File: src/rtl/rvm_mig_bridge.sv
// Bridge from the rvm_core single-word memory port to the MIG DDR3 application port.
// Single request in flight; one line buffer serves repeat reads, writes go straight to DDR3.
module rvm_mig_bridge #(
    parameter int unsigned APP_DW     = 128,
    parameter int unsigned APP_AW     = 28,
    parameter int unsigned ADDR_SHIFT = 1,
    parameter logic [31:0] MEM_BYTES  = 32'h0800_0000,
    parameter int unsigned TIMEOUT    = 1024
) (
    input  logic                  clk,
    input  logic                  rst,
    input  logic [31:0]           mem_addr,
    input  logic [31:0]           mem_wdata,
    input  logic                  mem_c_en,
    input  logic                  mem_w_en,
    input  logic [3:0]            mem_b_en,
    output logic [31:0]           mem_rdata,
    output logic                  mem_stall,
    output logic                  mem_error,
    input  logic                  calib_complete,
    output logic [APP_AW-1:0]     app_addr,
    output logic [2:0]            app_cmd,
    output logic                  app_en,
    input  logic                  app_rdy,
    output logic [APP_DW-1:0]     app_wdf_data,
    output logic [APP_DW/8-1:0]   app_wdf_mask,
    output logic                  app_wdf_wren,
    output logic                  app_wdf_end,
    input  logic                  app_wdf_rdy,
    input  logic [APP_DW-1:0]     app_rd_data,
    input  logic                  app_rd_data_valid
);

    localparam int unsigned LANES   = APP_DW / 32;
    localparam int unsigned MW      = APP_DW / 8;
    localparam int unsigned LB      = $clog2(MW);
    localparam int unsigned LANE_W  = LB - 2;
    localparam int unsigned TAG_W   = 32 - LB;
    localparam int unsigned CNT_W   = (TIMEOUT > 1) ? $clog2(TIMEOUT) : 1;
    localparam int unsigned TO_LAST = (TIMEOUT == 0) ? 0 : TIMEOUT - 1;
    localparam logic [31:0] LINE_MASK = ~((32'd1 << (LB - ADDR_SHIFT)) - 32'd1);
    localparam logic [2:0]  CMD_WR  = 3'b000;
    localparam logic [2:0]  CMD_RD  = 3'b001;

    typedef enum logic [2:0] {IDLE, RD_CMD, RD_WAIT, WR, RESP} state_t;

    state_t              state, state_nxt;
    logic [APP_DW-1:0]   buf_line;
    logic [TAG_W-1:0]    buf_tag;
    logic                buf_valid;
    logic [CNT_W-1:0]    cnt;

    logic [LANE_W-1:0]   lane;
    logic [LANE_W+4:0]   lane_bit;
    logic [TAG_W-1:0]    line;
    logic [31:0]         line_addr;
    logic                in_range;
    logic                hit;
    logic                timed_out;
    logic [31:0]         buf_word;
    logic [31:0]         rd_word;
    logic [APP_DW-1:0]   wdata_rep;
    logic [MW-1:0]       wmask;
    logic [APP_DW-1:0]   bit_en;

    logic                app_en_nxt, wren_nxt, error_nxt;
    logic [2:0]          cmd_nxt;
    logic [APP_AW-1:0]   addr_nxt;
    logic [APP_DW-1:0]   wdata_nxt;
    logic [MW-1:0]       wmask_nxt;
    logic [31:0]         rdata_nxt;
    logic                buf_load, buf_inval, buf_merge;

    assign lane      = mem_addr[LB-1:2];
    assign lane_bit  = {lane, 5'd0};
    assign line      = mem_addr[31:LB];
    assign line_addr = (mem_addr >> ADDR_SHIFT) & LINE_MASK;
    assign in_range  = mem_addr < MEM_BYTES;
    assign hit       = buf_valid && (buf_tag == line);
    assign timed_out = (TIMEOUT != 0) && (cnt == CNT_W'(TO_LAST));
    assign buf_word  = buf_line[lane_bit +: 32];
    assign rd_word   = app_rd_data[lane_bit +: 32];
    assign wdata_rep = {LANES{mem_wdata}};

    assign mem_stall   = mem_c_en && (state != RESP);
    assign app_wdf_end = app_wdf_wren;

    // Byte mask: only the addressed lane may be written, and only its enabled bytes.
    always_comb begin
        wmask = '1;
        wmask[{lane, 2'b00} +: 4] = ~mem_b_en;
        bit_en = '0;
        for (int i = 0; i < MW; i++) begin
            bit_en[8*i +: 8] = {8{~wmask[i]}};
        end
    end

    always_ff @(posedge clk) begin
        if (rst) begin
            state        <= IDLE;
            app_en       <= 1'b0;
            app_wdf_wren <= 1'b0;
            app_cmd      <= CMD_WR;
            app_addr     <= '0;
            app_wdf_data <= '0;
            app_wdf_mask <= '1;
            mem_rdata    <= '0;
            mem_error    <= 1'b0;
        end else begin
            state        <= state_nxt;
            app_en       <= app_en_nxt;
            app_wdf_wren <= wren_nxt;
            app_cmd      <= cmd_nxt;
            app_addr     <= addr_nxt;
            app_wdf_data <= wdata_nxt;
            app_wdf_mask <= wmask_nxt;
            mem_rdata    <= rdata_nxt;
            mem_error    <= error_nxt;
        end
    end

    always_comb begin
        state_nxt = state;
        case (state)
            IDLE: begin
                if (mem_c_en && calib_complete) begin
                    if (!in_range || (!mem_w_en && hit)) state_nxt = RESP;
                    else if (mem_w_en)                   state_nxt = WR;
                    else                                 state_nxt = RD_CMD;
                end
            end
            RD_CMD:  if (app_rdy) state_nxt = app_rd_data_valid ? RESP : RD_WAIT;
            RD_WAIT: if (app_rd_data_valid || timed_out) state_nxt = RESP;
            // Command and data channels complete independently; leave once both are done.
            WR: begin
                if (!(app_en && !app_rdy) && !(app_wdf_wren && !app_wdf_rdy)) state_nxt = RESP;
            end
            RESP:    state_nxt = IDLE;
            default: state_nxt = IDLE;
        endcase
    end

    always_comb begin
        app_en_nxt = app_en;
        wren_nxt   = app_wdf_wren;
        cmd_nxt    = app_cmd;
        addr_nxt   = app_addr;
        wdata_nxt  = app_wdf_data;
        wmask_nxt  = app_wdf_mask;
        rdata_nxt  = mem_rdata;
        error_nxt  = 1'b0;
        buf_load   = 1'b0;
        buf_inval  = 1'b0;
        buf_merge  = 1'b0;
        case (state)
            IDLE: begin
                if (mem_c_en && calib_complete) begin
                    if (!in_range) begin
                        error_nxt = 1'b1;
                    end else if (!mem_w_en && hit) begin
                        rdata_nxt = buf_word;
                    end else if (!mem_w_en) begin
                        app_en_nxt = 1'b1;
                        cmd_nxt    = CMD_RD;
                        addr_nxt   = APP_AW'(line_addr);
                    end else begin
                        app_en_nxt = 1'b1;
                        wren_nxt   = 1'b1;
                        cmd_nxt    = CMD_WR;
                        addr_nxt   = APP_AW'(line_addr);
                        wdata_nxt  = wdata_rep;
                        wmask_nxt  = wmask;
                        buf_merge  = hit;
                    end
                end
            end
            RD_CMD: begin
                if (app_rdy) begin
                    app_en_nxt = 1'b0;
                    if (app_rd_data_valid) begin
                        buf_load  = 1'b1;
                        rdata_nxt = rd_word;
                    end
                end
            end
            RD_WAIT: begin
                if (app_rd_data_valid) begin
                    buf_load  = 1'b1;
                    rdata_nxt = rd_word;
                end else if (timed_out) begin
                    error_nxt = 1'b1;
                    buf_inval = 1'b1;
                end
            end
            WR: begin
                app_en_nxt = app_en && !app_rdy;
                wren_nxt   = app_wdf_wren && !app_wdf_rdy;
            end
            default: ;
        endcase
    end

    // Line buffer and read-wait cycle counter.
    always_ff @(posedge clk) begin
        if (rst) begin
            buf_line  <= '0;
            buf_tag   <= '0;
            buf_valid <= 1'b0;
            cnt       <= '0;
        end else begin
            if (buf_load) begin
                buf_line  <= app_rd_data;
                buf_tag   <= line;
                buf_valid <= 1'b1;
            end else if (buf_inval) begin
                buf_valid <= 1'b0;
            end else if (buf_merge) begin
                buf_line <= (buf_line & ~bit_en) | (wdata_rep & bit_en);
            end
            cnt <= (state == RD_WAIT && !app_rd_data_valid) ? cnt + CNT_W'(1) : '0;
        end
    end

endmodule

File: config.mk
export PLATFORM = sky130hd
export DESIGN_NAME = rvm_mig_bridge
export DESIGN_NICKNAME = d
export VERILOG_FILES = /design/src/rtl/rvm_mig_bridge.sv
export SDC_FILE = /design/constraint.sdc
export NUM_CORES = 1
export LEC_CHECK = 0
export ABC_CLOCK_PERIOD_IN_PS = 5050
export CAP_MARGIN = 20
export CORE_MARGIN = 5
export CORE_UTILIZATION = 40
export CTS_BUF_LIST = sky130_fd_sc_hd__clkbuf_4
export CTS_CLUSTER_SIZE = 25
export DETAILED_ROUTE_END_ITERATION = 16
export PLACE_DENSITY_LB_ADDON = 0.1
export SYNTH_ARGS = -nofsm -noshare
export SYNTH_HDL_FRONTEND = slang
export SYNTH_SLANG_ARGS = --single-unit
File: constraint.sdc
create_clock -name clk -period 5.05 [get_ports clk]
set_input_delay 1.2625 -clock clk [delete_from_list [all_inputs] [get_ports clk]]
set_output_delay 1.2625 -clock clk [all_outputs]
set_load 0.01 [all_outputs]
==> flow_summary.html <==
<table>
<tr><th>Metric</th><th>Value</th></tr>
<tr><th colspan="2">Pwr</th></tr>
<tr><td>Power share of the combinational group</td><td>9.1%</td></tr>
<tr><td>Standby leakage power</td><td>0.006856 µW</td></tr>
<tr><td>Switch Pwr</td><td>1225 µW</td></tr>
<tr><td>Total power per unit cell area</td><td>238.9 mW/mm²</td></tr>
<tr><td>Largest vdd supply drop</td><td>139.3 µV</td></tr>
<tr><td>Part of the total power dissipated in the clock network</td><td>45.2%</td></tr>
<tr><td>Sequential fraction of design power</td><td>45.7%</td></tr>
<tr><td>Cell-internal power</td><td>3614 µW</td></tr>
<tr><td>Switching Fraction</td><td>25.31%</td></tr>
<tr><th colspan="2">Clocking</th></tr>
<tr><td>Num CTS Buffers</td><td>81</td></tr>
<tr><td>Count of hold buffers inserted by post-cts repair</td><td>0</td></tr>
<tr><td>Number of buffers inserted by post-CTS setup repair</td><td>0</td></tr>
<tr><td>Root buffer selected by CTS</td><td>clkbuf_4</td></tr>
<tr><td>Number of sinks driven by the clock tree</td><td>279</td></tr>
<tr><td>Clock insertion delay at the later pin of the skew report</td><td>760 ps</td></tr>
<tr><td>Clock transition at the register clock pins on the worst setup and hold paths after CTS</td><td>60 ps</td></tr>
<tr><td># H-tree levels</td><td>3</td></tr>
<tr><td>TritonCTS clock tree</td><td>yes</td></tr>
<tr><td>Clock buffer depth</td><td>3</td></tr>
<tr><td>Post-CTS sizing</td><td>0</td></tr>
<tr><th colspan="2">Placement</th></tr>
<tr><td>RD Place Congestion</td><td>0.8479</td></tr>
<tr><td>HPWL after detailed placement</td><td>37350 µm</td></tr>
<tr><td>I/O Buffers</td><td>408</td></tr>
<tr><td># placed instances</td><td>2442</td></tr>
<tr><td>Placement Setup Slack</td><td>754.7 ps</td></tr>
<tr><th colspan="2">Global route</th></tr>
<tr><td>GR Util met3</td><td>8.097%</td></tr>
<tr><td>Met2 Usage GRT</td><td>35.23%</td></tr>
<tr><td>Number of antenna violations at the first check in global routing</td><td>12</td></tr>
<tr><td>Most utilized layer in the global route result</td><td>met2</td></tr>
<tr><td>First-pass GRT wire length</td><td>80690 µm</td></tr>
<tr><td>Remaining global-route overflow</td><td>0</td></tr>
<tr><td>GRT Total Usage</td><td>24.42%</td></tr>
<tr><td>Maximum number of pins on one net before global-route repair</td><td>146</td></tr>
<tr><td>Number of global-route vias before repair</td><td>13820</td></tr>
<tr><td>Met1 routing resource usage after global routing</td><td>34.33%</td></tr>
<tr><th colspan="2">Detailed routing</th></tr>
<tr><td>Routed length per instance</td><td>21.00 µm</td></tr>
<tr><td>DRC errors left</td><td>0</td></tr>
<tr><td>Final Routed Wirelength</td><td>54560 µm</td></tr>
<tr><td>Detail-routed via count per cell</td><td>5.539</td></tr>
<tr><td>DRC violation total after the first TritonRoute iteration</td><td>1103</td></tr>
<tr><td>First-pass DRT Iterations</td><td>5</td></tr>
<tr><td>Via Count</td><td>14390</td></tr>
<tr><td>Final antenna-violating net count</td><td>0</td></tr>
<tr><th colspan="2">Timing</th></tr>
<tr><td>Sum of negative setup slack</td><td>0 ps</td></tr>
<tr><td>Post-layout min period</td><td>3816 ps</td></tr>
<tr><td>Portion of the clock cycle consumed by the worst path in the final layout</td><td>75.57%</td></tr>
<tr><td>Worst clock skew</td><td>35.96 ps</td></tr>
<tr><td>Highest achievable clock rate</td><td>0.2620 GHz</td></tr>
<tr><td>Final count of pins violating max slew</td><td>0</td></tr>
<tr><td>Post-route worst setup slack</td><td>1234 ps</td></tr>
<tr><td>Relative slew margins</td><td>23.12%</td></tr>
<tr><td>Final setup violating endpoints</td><td>0</td></tr>
<tr><td>Final hold vios</td><td>0</td></tr>
<tr><td>Slew of the pin with the lowest slew margin</td><td>1151 ps</td></tr>
<tr><td>Setup repair after global routing missed its margin</td><td>no</td></tr>
<tr><th colspan="2">Floorplan</th></tr>
<tr><td>Number of placement rows</td><td>72</td></tr>
<tr><td>Core Area</td><td>0.03838 mm²</td></tr>
<tr><td>Full die area</td><td>0.04262 mm²</td></tr>
<tr><td>Chip Width</td><td>206.4 µm</td></tr>
<tr><td>Vertical extent of the die</td><td>206.4 µm</td></tr>
<tr><td>Effective utilization at floorplan</td><td>40.22%</td></tr>
<tr><td>Count of pins on the block boundary</td><td>416</td></tr>
<tr><th colspan="2">Worst setup path</th></tr>
<tr><td>Category of the worst setup path capture point</td><td>output port</td></tr>
<tr><td>Class of the most critical setup path</td><td>in -&gt; out</td></tr>
<tr><td>Launching point of the worst reg2reg path</td><td>state[1]$_SDFFE_PP0P_</td></tr>
<tr><td>Cell breakdown of the critical path</td><td>clkdlybuf4s50_1 &gt; a21boi_0 &gt; clkdlybuf4s50_1</td></tr>
<tr><td>Launching instance or port of the critical path</td><td>mem_c_en</td></tr>
<tr><td>Most common cell type on the critical path</td><td>clkdlybuf4s50_1</td></tr>
<tr><td>Highest-delay cell along the critical path</td><td>clkdlybuf4s50_1</td></tr>
<tr><td>Critical Path Start Type</td><td>primary input</td></tr>
<tr><td>Largest stage delay on the critical path</td><td>600 ps</td></tr>
<tr><td>Crit-path max FO</td><td>3</td></tr>
<tr><td>Worst path required time</td><td>3790 ps</td></tr>
<tr><td>Arrival time at the worst endpoint</td><td>2550 ps</td></tr>
<tr><th colspan="2">Layout</th></tr>
<tr><td>Non-filler instance count after layout</td><td>2598</td></tr>
<tr><td>Layout fillers</td><td>3667</td></tr>
<tr><td>Fraction of final layout cells sized beyond drive strength 1</td><td>12.18%</td></tr>
<tr><td>Count of nets after finishing</td><td>2219</td></tr>
<tr><td>Syn-to-layout area delta</td><td>31.21%</td></tr>
<tr><th colspan="2">Logic synthesis</th></tr>
<tr><td>EDFF count, synth</td><td>0</td></tr>
<tr><td>Syn. warnings</td><td>0</td></tr>
<tr><td>Area fraction in and, or, nand and nor cells after synthesis</td><td>17.14%</td></tr>
<tr><td>Synthesized netlist cell count</td><td>1741</td></tr>
<tr><td>Fraction of synthesis flops using an asynchronous set or reset pin</td><td>0%</td></tr>
<tr><td>Multiplexer area fraction after synthesis</td><td>13.10%</td></tr>
<tr><td>Xor/xnor share of the synthesized area</td><td>1.646%</td></tr>
<tr><td>Avg Cell Area, Syn</td><td>8.865 µm²</td></tr>
<tr><td>Top FF cell, synth</td><td>dfxtp_1</td></tr>
<tr><td>Flip-flop and latch count after synthesis</td><td>279</td></tr>
<tr><td>Compound-gate portion of the synthesized area</td><td>21.58%</td></tr>
<tr><td>Commonest cells in the synthesized netlist</td><td>281 x nor2_1, 279 x dfxtp_1, 192 x o31a_1, 136 x clkbuf_1, 128 x nand2_1</td></tr>
<tr><td>Area share of fa/ha/maj cells after synthesis</td><td>0.4864%</td></tr>
<tr><td>Cell accounting for the most synthesized area</td><td>dfxtp_1</td></tr>
<tr><td>Part of the Yosys area used for sequential elements</td><td>36.19%</td></tr>
<tr><td>Combinational family with the most area after synthesis</td><td>compound AO/OA/AOI/OAI gates</td></tr>
<tr><td>Cell with the most instances after synthesis</td><td>nor2_1</td></tr>
<tr><td>Distinct cells, synth</td><td>50</td></tr>
<tr><td>Area share of the largest cell type after synthesis</td><td>36.19%</td></tr>
<tr><td>Top cells by area, synth</td><td>dfxtp_1 36%, o31a_1 11%, mux4_2 9.3%</td></tr>
<tr><td>Post-synthesis cell area</td><td>0.01543 mm²</td></tr>
<tr><th colspan="2">Worst hold path</th></tr>
<tr><td>Hold path startpoint</td><td>buf_tag[7]$_SDFFE_PP0P_</td></tr>
<tr><td>Type of the most critical hold path</td><td>reg -&gt; reg</td></tr>
<tr><th colspan="2">Status</th></tr>
<tr><td>Outcome</td><td>complete, no violations</td></tr>
<tr><th colspan="2">Run</th></tr>
<tr><td>Reported max-cap violation count</td><td>0</td></tr>
</table>
[critical path, delay by kind of cell]
kind            cells  cell delay, ps
compound gates      1             200
buf+inv             2            1090
[through the flow]
stage | area, µm² | hold slack, ps | power [µW] | util (%)
3_3_place_gp | 19130 | 443.1 | 2693 | 49.84
2_1_floorplan | 15450 | 429.8 | 2427 | -
4_1_cts | 20170 | 462.2 | 4913 | 52.56
5_1_grt | 20250 | 483.6 | 5065 | 52.76
3_5_place_dp | 19130 | 452.3 | 2696 | 49.84
6_report | 20250 | 460.0 | 4838 | 52.77
[worst paths after layout]
path | to | slack [ps] | cells past startpoint
setup / recovery | mem_stall | 1230 | 3
hold / removal | buf_tag[7]$_SDFFE_PP0P_ | 460 | 2
setup reg to reg | mem_rdata[29]$_SDFFE_PP0P_ | 2120 | 6
hold reg to reg | buf_tag[7]$_SDFFE_PP0P_ | 460 | 2
[cells by family (layout without fill, tap and decap cells)]
kind of cell | count (synthesis) | after routing
xor+xnor | 29 | 29
simple gates | 557 | 557
mux | 122 | 122
compound gates | 455 | 455
flops | 279 | 279
buf+inv | 292 | 616
other cells | 1 | 16
fa+ha+maj | 6 | 6
[per-layer routing]
layer / up-vias / part of all wire [%]
met1: 6894 / 44
met3: 72 / 10
met4: 4 / 2.3
met2: 608 / 44
li1: 6813 / -
met5: - / 0.051
[cells in the final DEF (no fill, tap or decap), types with 26 or more instances in the layout]
| cell | instances |
|---|---|
| dfxtp_1 | 279 |
| a211oi_1 | 93 |
| clkdlybuf4s50_1 | 406 |
| nor4b_1 | 64 |
| o31a_1 | 192 |
| inv_1 | 26 |
| xnor2_1 | 26 |
| buf_4 | 34 |
| o21ai_0 | 71 |
| nand2_1 | 128 |
| a21oi_1 | 68 |
| mux2i_1 | 58 |
| mux4_2 | 64 |
| nor2_1 | 279 |
| clkbuf_4 | 127 |
[power groups by stage]
stage | sequential, µW | clock [µW] | combinational, µW
after floorplan | 2260 | 0 | 168
final | 2210 | 2190 | 438
after global placement | 2260 | 0 | 433
after global routing | 2210 | 2390 | 465
after detailed placement | 2260 | 0 | 436
after CTS | 2210 | 2270 | 437
[layout make-up]
type,count,area [µm²],share of cell area (%)
Antenna cell,11,27.53,0.1359
Clock buffer,127,953.4,4.708
Clock inverter,16,87.58,0.4325
Inverter,27,101.3,0.5004
Multi-Input combinational cell,1174,8401,41.48
Sequential cell,279,5585,27.58
Tap cell,518,648.1,3.200
Timing Repair Buffer,446,4448,21.96
(Power assumes the default switching activity.)
